===== config.mk =====
export PLATFORM = sky130hd
export DESIGN_NAME = response_tx_16bit
export DESIGN_NICKNAME = d
export VERILOG_FILES = /design/src/rtl/tx_frame_pkg.sv /design/src/rtl/rising_edge_det.sv /design/src/rtl/response_tx_16bit.sv
export SDC_FILE = /design/constraint.sdc
export NUM_CORES = 1
export LEC_CHECK = 0
export BUFFER_PORTS_ARGS = -buffer_cell sky130_fd_sc_hd__buf_2
export CORE_ASPECT_RATIO = 0.6
export CORE_MARGIN = 3
export CORE_UTILIZATION = 58
export CTS_CLUSTER_SIZE = 28
export DETAILED_ROUTE_END_ITERATION = 16
export PLACE_DENSITY = 0.84
export SLEW_MARGIN = 20
export SYNTH_ARGS = -nofsm -noshare
export SYNTH_HDL_FRONTEND = slang
export SYNTH_SLANG_ARGS = --single-unit

===== constraint.sdc =====
create_clock -name CLK -period 6.5 [get_ports CLK]
set_input_delay 1.3 -clock CLK [delete_from_list [all_inputs] [get_ports CLK]]
set_output_delay 1.3 -clock CLK [all_outputs]
set_load 0.01 [all_outputs]

===== src/rtl/tx_frame_pkg.sv =====
// Shared definitions for the SPI response frame transmitter: FSM states, header layout, SEQ width.
// The CHK state exists only when RESP_CHECKSUM_EN is defined.
package tx_frame_pkg;

  localparam int SEQ_W        = 4;
  localparam logic [7:0] HDR_TAG_DEFAULT = 8'hA5;
  localparam int HDR_TAG_LSB  = 8;
  localparam int HDR_SEQ_LSB  = 4;
  localparam int HDR_DROP_BIT = 1;
  localparam int HDR_BUSY_BIT = 0;

`ifdef RESP_CHECKSUM_EN
  typedef enum logic [2:0] {
    ST_IDLE = 3'd0, ST_HDR = 3'd1, ST_DATA = 3'd2, ST_CHK = 3'd3, ST_DONE = 3'd4
  } tx_state_e;
`else
  typedef enum logic [2:0] {
    ST_IDLE = 3'd0, ST_HDR = 3'd1, ST_DATA = 3'd2, ST_DONE = 3'd4
  } tx_state_e;
`endif

  function automatic logic [15:0] build_header(input logic [7:0] tag,
                                               input logic [SEQ_W-1:0] seq,
                                               input logic drop,
                                               input logic busy);
    logic [15:0] h;
    h = '0;
    h[HDR_TAG_LSB +: 8]     = tag;
    h[HDR_SEQ_LSB +: SEQ_W] = seq;
    h[HDR_DROP_BIT]         = drop;
    h[HDR_BUSY_BIT]         = busy;
    return h;
  endfunction

endpackage


===== src/rtl/rising_edge_det.sv =====
// One-register rising-edge detector; pulse is high while din=1 and its registered copy is 0.
module rising_edge_det (
  input  logic CLK,
  input  logic RST_N,
  input  logic din,
  output logic pulse
);

  logic prev_q, prev_d;

  always_comb prev_d = din;

  always_ff @(posedge CLK or negedge RST_N) begin
    if (!RST_N) prev_q <= 1'b0;
    else        prev_q <= prev_d;
  end

  assign pulse = din & ~prev_q;

endmodule


===== src/rtl/response_tx_16bit.sv =====
// Snapshots the photon count on a READ_DATA rising edge and streams a header plus
// COUNT_W/16 data words over valid/ready. Define RESP_CHECKSUM_EN to append an XOR check word.
module response_tx_16bit
  import tx_frame_pkg::*;
#(
  parameter int         COUNT_W = 32,
  parameter logic [7:0] HDR_TAG = HDR_TAG_DEFAULT
) (
  input  logic               CLK,
  input  logic               RST_N,
  input  logic               READ_DATA,
  input  logic [COUNT_W-1:0] COUNT_VALUE,
  input  logic               COUNT_BUSY,
  input  logic               TX_READY,
  output logic [15:0]        TX_WORD,
  output logic               TX_VALID,
  output logic               BUSY,
  output logic               FRAME_DONE
);

  localparam int         N        = COUNT_W / 16;
  localparam logic [2:0] LAST_IDX = 3'(N - 1);

  tx_state_e          state_q, state_d;
  logic [SEQ_W-1:0]   seq_q, seq_d;
  logic               drop_q, drop_d;
  logic [2:0]         idx_q, idx_d;
  logic [15:0]        tx_word_q, tx_word_d;
  logic               tx_valid_q, tx_valid_d;
  logic               frame_done_q, frame_done_d;
  logic [COUNT_W-1:0] snap_count_q, snap_count_d;
  logic               snap_busy_q, snap_busy_d;
  logic               snap_drop_q, snap_drop_d;
`ifdef RESP_CHECKSUM_EN
  logic [15:0]        chk_q, chk_d;
`endif
  logic               req_pulse;
  logic               xfer;

  rising_edge_det u_req_edge (
    .CLK   (CLK),
    .RST_N (RST_N),
    .din   (READ_DATA),
    .pulse (req_pulse)
  );

  // Data word idx, most-significant word first.
  function automatic logic [15:0] word_at(input logic [COUNT_W-1:0] v, input logic [2:0] idx);
    logic [15:0] w;
    w = '0;
    for (int i = 0; i < N; i++)
      if (idx == 3'(i)) w = v[16*(N-1-i) +: 16];
    return w;
  endfunction

  assign xfer = tx_valid_q & TX_READY;

  always_comb begin
    state_d      = state_q;
    seq_d        = seq_q;
    drop_d       = drop_q;
    idx_d        = idx_q;
    tx_word_d    = tx_word_q;
    tx_valid_d   = tx_valid_q;
    frame_done_d = 1'b0;
    snap_count_d = snap_count_q;
    snap_busy_d  = snap_busy_q;
    snap_drop_d  = snap_drop_q;
`ifdef RESP_CHECKSUM_EN
    chk_d        = xfer ? (chk_q ^ tx_word_q) : chk_q;
`endif

    if (req_pulse && state_q != ST_IDLE) drop_d = 1'b1;

    case (state_q)
      ST_IDLE: begin
        if (req_pulse) begin
          snap_count_d = COUNT_VALUE;
          snap_busy_d  = COUNT_BUSY;
          snap_drop_d  = drop_q;
          drop_d       = 1'b0;
`ifdef RESP_CHECKSUM_EN
          chk_d        = '0;
`endif
          state_d      = ST_HDR;
        end
      end
      ST_HDR: begin
        if (!tx_valid_q) begin
          tx_word_d  = build_header(HDR_TAG, seq_q, snap_drop_q, snap_busy_q);
          tx_valid_d = 1'b1;
        end else if (xfer) begin
          idx_d     = 3'd0;
          tx_word_d = word_at(snap_count_q, 3'd0);
          state_d   = ST_DATA;
        end
      end
      ST_DATA: begin
        if (xfer) begin
          if (idx_q == LAST_IDX) begin
`ifdef RESP_CHECKSUM_EN
            tx_word_d    = chk_q ^ tx_word_q;
            state_d      = ST_CHK;
`else
            tx_valid_d   = 1'b0;
            frame_done_d = 1'b1;
            state_d      = ST_DONE;
`endif
          end else begin
            idx_d     = idx_q + 3'd1;
            tx_word_d = word_at(snap_count_q, idx_q + 3'd1);
          end
        end
      end
`ifdef RESP_CHECKSUM_EN
      ST_CHK: begin
        if (xfer) begin
          tx_valid_d   = 1'b0;
          frame_done_d = 1'b1;
          state_d      = ST_DONE;
        end
      end
`endif
      ST_DONE: begin
        seq_d   = seq_q + 1'b1;
        state_d = ST_IDLE;
      end
      default: state_d = ST_IDLE;
    endcase
  end

  always_ff @(posedge CLK or negedge RST_N) begin
    if (!RST_N) begin
      state_q      <= ST_IDLE;
      seq_q        <= '0;
      drop_q       <= 1'b0;
      idx_q        <= '0;
      tx_word_q    <= '0;
      tx_valid_q   <= 1'b0;
      frame_done_q <= 1'b0;
    end else begin
      state_q      <= state_d;
      seq_q        <= seq_d;
      drop_q       <= drop_d;
      idx_q        <= idx_d;
      tx_word_q    <= tx_word_d;
      tx_valid_q   <= tx_valid_d;
      frame_done_q <= frame_done_d;
    end
  end

  // Snapshot and checksum are only read after being loaded in IDLE, so they need no reset.
  always_ff @(posedge CLK) begin
    snap_count_q <= snap_count_d;
    snap_busy_q  <= snap_busy_d;
    snap_drop_q  <= snap_drop_d;
`ifdef RESP_CHECKSUM_EN
    chk_q        <= chk_d;
`endif
  end

  assign TX_WORD    = tx_word_q;
  assign TX_VALID   = tx_valid_q;
  assign BUSY       = (state_q != ST_IDLE);
  assign FRAME_DONE = frame_done_q;

endmodule

==> flow_summary.yaml, run 1 <==
sta:
  relSlewSlack: 0.412
  setup_viol: 0
  fin_skew_ns: 0.00711
  fin_ws_ns: 3.85
  maxSlewViolCount: 0
  fmax_ghz: 0.377
  grt_setup_unrepaired: "no"
  fin_crit_sh: 0.408
  min_period_ns: 2.65
  worst-slew-pin-transition_ns: 0.878
  totalNegativeSetupSlack_ns: 0
  hold_viol_final: 0
synthesis:
  syn_area_per_cell_um2: 12.8
  yosysSeqAreaShare: 0.668
  synth_cells: 207
  ys_warn_count: 0
  synth-async-reset-ratio: 0.469
  synth_cell_types: 33
  synth_area_leaders: "edfxtp_1 38%, dfrtp_1 28%, o21ai_0 3.8%"
  synth_seq_cells: 64
  synth_top_area_cell: "edfxtp_1"
  synth_common_cells: "34 x edfxtp_1, 30 x dfrtp_1, 20 x o21ai_0, 13 x a21oi_1, 13 x nor2_1"
  syn_nets: 249
  yosys.cell_count.top_type: "edfxtp_1"
  synth_edf_count: 34
  syn-cell-area_um2: 2650
  synth_top_area_share: 0.385
  ys.flop_type: "edfxtp_1"
cts:
  cts_setup_buffers: 0
  cts_resized: 0
  clock-sinks: 64
  holdBufCountCts: 0
  htree_levels: 3
  cts_buffers: 9
  cts_root_buf: "clkbuf_8"
  clk_latency_ns: 0.33
  clock_path_buffers: 2
  clk_pin_slew_worst_paths_ns: 0.06
  cts_tree: "done"
setup_path:
  cp-end-kind: "output port"
  worstPathMaxFanout: 8
  max_stage_delay_ns: 0.44
  ff2ff_path_depth: 5
  crit_chain: "or3_1 > buf_2"
  critical_path_class: "flop to output port"
  worst_setup_path_start_kind: "flop"
  required_ns: 5.20
  arrival_ns: 1.35
  r2r-end: "TX_WORD[6]"
  rrSetupSlack_ns: 4.28
  cpMaxStageDelayCell: "dfrtp_1"
  r2r-start: "idx_q[0]"
route:
  drc: 0
  dr_wl_met3_um: 638
  vias: 1967
  wire_per_inst_um: 16.7
  routed.top_layer: "met4"
  ant_nets: 0
  drt-met1-wl_um: 2360
  first_pass_iters: 7
  vias_per_cell: 5.91
  met2WireLength_um: 2510
  drt_iter0_markers: 140
  wirelength_um: 5550
cells_and_area:
  area_growth_pct: 18.5
  antenna_cells: 0
  drive_above_1_share: 0.271
  nets: 310
pwr:
  sw_frac_of_total: 0.375
  p_clk_frac: 0.200
  powerDensity_nw_per_um2: 432
  seqPwrFrac: 0.453
  p_int_w: 0.000848
  finalPower_w: 0.00136
  ir_drop_v: 0.000223
  p_leak_nw: 1.27
  power_switching_w: 0.000510
  comb_power_share: 0.347
floorplanning:
  die-height_um: 58.4
  initial_utilization: 0.623
  die_area_um2: 5450
  fp.dieW_um: 93.3
  rows: 18
  core_area_um2: 4260
  ios: 56
global_route:
  antenna_found_initial: 0
  grt_pass1_vias: 1888
  grt_max_degree: 36
  grt_pass1_wl_um: 9100
  track_usage: 0.227
  grt.overflow.total: 0
outcome:
  status: "complete, no violations"
placed_design:
  dp_hpwl_um: 3830
  dp_slack_ns: 3.97
  io_buffers: 55
  globalplace.congestion: 0.829
min_path:
  hp-class: "flop to flop"
  holdPathEnd: "snap_drop_q"
  min_path_cells: 0
job:
  maxCapViolCount: 0
==> cell usage in the layout (no fill, tap or decap), drive strengths merged <==
cell type,count
a211oi,10
a21oi,13
a221oi,6
a31o,1
a31oi,8
and2,1
and3b,1
buf,57
clkbuf,13
clkinv,3
dfrtp,30
edfxtp,34
ha,5
inv,4
mux2,1
nand2,11
nand2b,4
nand3,1
nand4,1
nor2,13
nor2b,10
nor3,3
nor3b,3
o21ai,22
o2bb2ai,1
o31ai,11
or3,1
or3b,1
xnor2,2
xor2,2
==> flip-flops by register name (all words and copies together), names as in the netlist, named ones only <==
| signal | count |
|---|---|
| idx_q | 3 |
| TX_WORD | 16 |
| FRAME_DONE | 1 |
| TX_VALID | 1 |
| snap_drop_q | 1 |
| seq_q | 4 |
| snap_busy_q | 1 |
| u_req_edge.prev_q | 1 |
| snap_count_q | 32 |
| state_q | 3 |
==> kinds of logic after synthesis <==
family / synth area share
AO/OA/AOI/OAI: 0.171
flip-flops: 0.668
AND/OR/NAND/NOR: 0.105
buffers and inverters: 0.0160
adder cells (fa/ha/maj): 0.0236
XOR/XNOR: 0.0132
multiplexers: 0.00424
==> metrics by stage <==
stage,instance area (um2),instances,utilization,hold slack [ns]
6_report,3150,333,0.739,0.465
3_3_place_gp,2990,317,0.703,0.446
4_1_cts,3150,333,0.739,0.458
3_5_place_dp,2990,317,0.703,0.435
2_1_floorplan,2650,207,-,0.426
5_1_grt,3150,333,0.739,0.467
==> area by class of cell <==
cell class	count	area (um2)
Inverter	4	15.0
Tap cell	60	75.1
Sequential cell	64	1770
Timing Repair Buffer	57	290
Clock inverter	3	12.5
Fill cell	298	1110
Multi-Input combinational cell	132	842
Clock buffer	13	139
==> power by group through the flow <==
stage	clock network [W]	registers (W)	logic (W)
2_1_floorplan	0	0.000620	0.000299
3_3_place_gp	0	0.000619	0.000447
3_5_place_dp	0	0.000621	0.000468
4_1_cts	0.000281	0.000614	0.000471
5_1_grt	0.000302	0.000627	0.000524
6_report	0.000272	0.000615	0.000471
==> per-layer routing <==
layer / global-route usage / vias up
li1: - / 903
met1: 0.306 / 937
met2: 0.332 / 121
met3: 0.110 / 6
met4: 0.0647 / 0
met5: 0 / -
==> how the worst max path moves through the flow <==
stage               start          endpoint  slack (ns)  cells after the start
6_report       state_q[1]              BUSY        3.85                      2
2_1_floorplan   READ_DATA       snap_busy_q        3.01                      2
3_5_place_dp     TX_READY       TX_WORD[14]        3.97                      4
5_1_grt          TX_VALID          TX_VALID        3.74                      1
3_3_place_gp    READ_DATA  snap_count_q[31]        4.04                      4
4_1_cts        state_q[1]              BUSY        3.83                      2
==> worst max-delay path: cells and delay by family (launching register included) <==
kind / cells / cell delay, ns
and+or+nand+nor: 1 / 0.42
DFF: 1 / 0.44
buffers and inverters: 1 / 0.16
Power figures use the tool's default switching activity.
==> run 2, diff against run 1 <==
--- a/config.mk
+++ b/config.mk
@@ -8,10 +8,10 @@
 export BUFFER_PORTS_ARGS = -buffer_cell sky130_fd_sc_hd__buf_2
 export CORE_ASPECT_RATIO = 0.6
 export CORE_MARGIN = 3
-export CORE_UTILIZATION = 58
+export CORE_UTILIZATION = 54
 export CTS_CLUSTER_SIZE = 28
 export DETAILED_ROUTE_END_ITERATION = 16
-export PLACE_DENSITY = 0.84
+export PLACE_DENSITY = 0.79
 export SLEW_MARGIN = 20
 export SYNTH_ARGS = -nofsm -noshare
 export SYNTH_HDL_FRONTEND = slang
==> constraint.sdc (replaced) <==
create_clock -name CLK -period 2.65 [get_ports CLK]
set_input_delay 0.53 -clock CLK [delete_from_list [all_inputs] [get_ports CLK]]
set_output_delay 0.53 -clock CLK [all_outputs]
set_load 0.01 [all_outputs]
==> run 2 against run 1 <==
Against the previous run: first-iteration DRC count is 10% lower; final area is 3.1% higher; clock-buffer cell count stayed put; routed wire length decreased by 3.1%; non-clock buffer count grew 1; global-route usage fell by 1.9 points.
==> flow_summary.yaml, run 2 (synthesized netlist as in run 1, its figures left out) <==
route:
  drc: 0
  wire_per_inst_um: 16.0
  drt_iter0_markers: 126
  vias: 1901
  first_pass_iters: 4
  ant_nets: 0
  vias_per_cell: 5.64
  wirelength_um: 5380
global_route:
  grt_max_degree: 36
  antenna_found_initial: 0
  grt.overflow.total: 0
  grt_pass1_vias: 1826
  grt_pass1_wl_um: 8670
  track_usage: 0.209
sta:
  min_period_ns: 2.16
  fin_crit_sh: 0.814
  grt_setup_unrepaired: "no"
  fmax_ghz: 0.463
  relSlewSlack: 0.413
  fin_skew_ns: 0.0104
  setup_viol: 0
  worst-slew-pin-transition_ns: 0.876
  maxSlewViolCount: 0
  totalNegativeSetupSlack_ns: 0
  hold_viol_final: 0
setup_path:
  worstPathMaxFanout: 11
  max_stage_delay_ns: 0.69
  crit_chain: "inv_1 > ha_1 > nand2b_1 > a31oi_1 > nor2_1 > a31oi_1"
  critPathMostFrequentCell: "a31oi_1"
  worst_setup_path_start_kind: "flop"
  cpMaxStageDelayCell: "a31oi_1"
  cp-end-kind: "flop"
  critical_path_class: "flop to flop"
  required_ns: 2.89
  arrival_ns: 2.40
cts:
  clk_pin_slew_worst_paths_ns: 0.07
  clock-sinks: 64
  cts_buffers: 9
  holdBufCountCts: 0
  htree_levels: 3
  cts_resized: 0
  cts_tree: "done"
  clk_latency_ns: 0.34
  cts_setup_buffers: 0
  cts_root_buf: "clkbuf_8"
  clock_path_buffers: 2
cells_and_area:
  antenna_cells: 0
  drive_above_1_share: 0.285
  largest_reg_flops: 32
  mostFrequentLayoutCell: "buf_2"
  nets: 311
  largest-register: "snap_count_q"
  final_cell_mix: "55 x buf_2, 34 x edfxtp_1, 30 x dfrtp_1"
  fillers: 373
  area_growth_pct: 22.3
  final_cell_area_um2: 3240
pwr:
  powerDensity_nw_per_um2: 1120
  ir_drop_v: 0.000549
  p_leak_nw: 1.32
outcome:
  status: "complete, no violations"
placed_design:
  placed_cell_area_um2: 3010
  dp_hpwl_um: 3660
  globalplace.congestion: 0.909
  io_buffers: 55
floorplanning:
  fp.dieW_um: 96.5
  die_area_um2: 5820
  die-height_um: 60.3
  initial_utilization: 0.570
  rows: 19
  ios: 56
  core_area_um2: 4660
min_path:
  hp-class: "primary input to async pin"
job:
  maxCapViolCount: 0
-- run 2: critical path: cells and delay by family (launching register included) --
kind / cells / cell delay (ns)
buf+inv: 1 / 0.10
flops: 1 / 0.40
simple gates: 2 / 0.40
compound gates: 2 / 0.93
fa+ha+maj: 1 / 0.22
-- run 2: power by group --
part,internal [W],leakage [nW],switching [W]
Sequential,0.00132,0.683,0.000154
Combinational,0.000437,0.519,0.000744
Clock,0.000652,0.118,0.000342
-- run 2: worst paths after layout --
check,slack (ns),depth (start not counted),startpoint,endpoint
max in group asynchronous,1.98,1,RST_N,TX_WORD[5]
min in group CLK,0.31,1,READ_DATA,u_req_edge.prev_q
setup / recovery,0.49,6,idx_q[1],TX_WORD[9]
hold / removal,0.23,1,RST_N,TX_WORD[2]
hold reg to reg,0.45,0,flop,snap_drop_q
setup reg to reg,0.49,6,idx_q[1],TX_WORD[9]
-- run 2: stage by stage --
stage	power, W	hold slack (ns)	worst slack, ns	std cells	utilization
finish	0.00365	0.227	0.492	337	0.696
global route	0.00389	0.274	0.345	337	0.696
CTS	0.00367	0.236	0.544	337	0.696
detailed placement	0.00267	0.443	0.547	321	0.645
global placement	0.00262	0.434	0.630	321	0.645
floorplan	0.00225	0.234	0.421	207	-
-- run 2: layer usage --
metal	wire length, um	up-vias	GRT usage
li1	-	910	-
met1	2460	917	0.286
met2	2430	70	0.305
met3	456	4	0.0893
met4	36	0	0.0659
met5	0	-	0
-- run 2: cell type report --
| class | count | area, um2 | area share |
|---|---|---|---|
| timing repair buffer | 58 | 298 | 0.0918 |
| inverter | 4 | 15.0 | 0.00463 |
| clock buffer | 13 | 149 | 0.0459 |
| sequential | 64 | 1770 | 0.546 |
| tap | 63 | 78.8 | 0.0243 |
| multi-input combinational | 132 | 842 | 0.260 |
| clock inverter | 3 | 90.1 | 0.0278 |
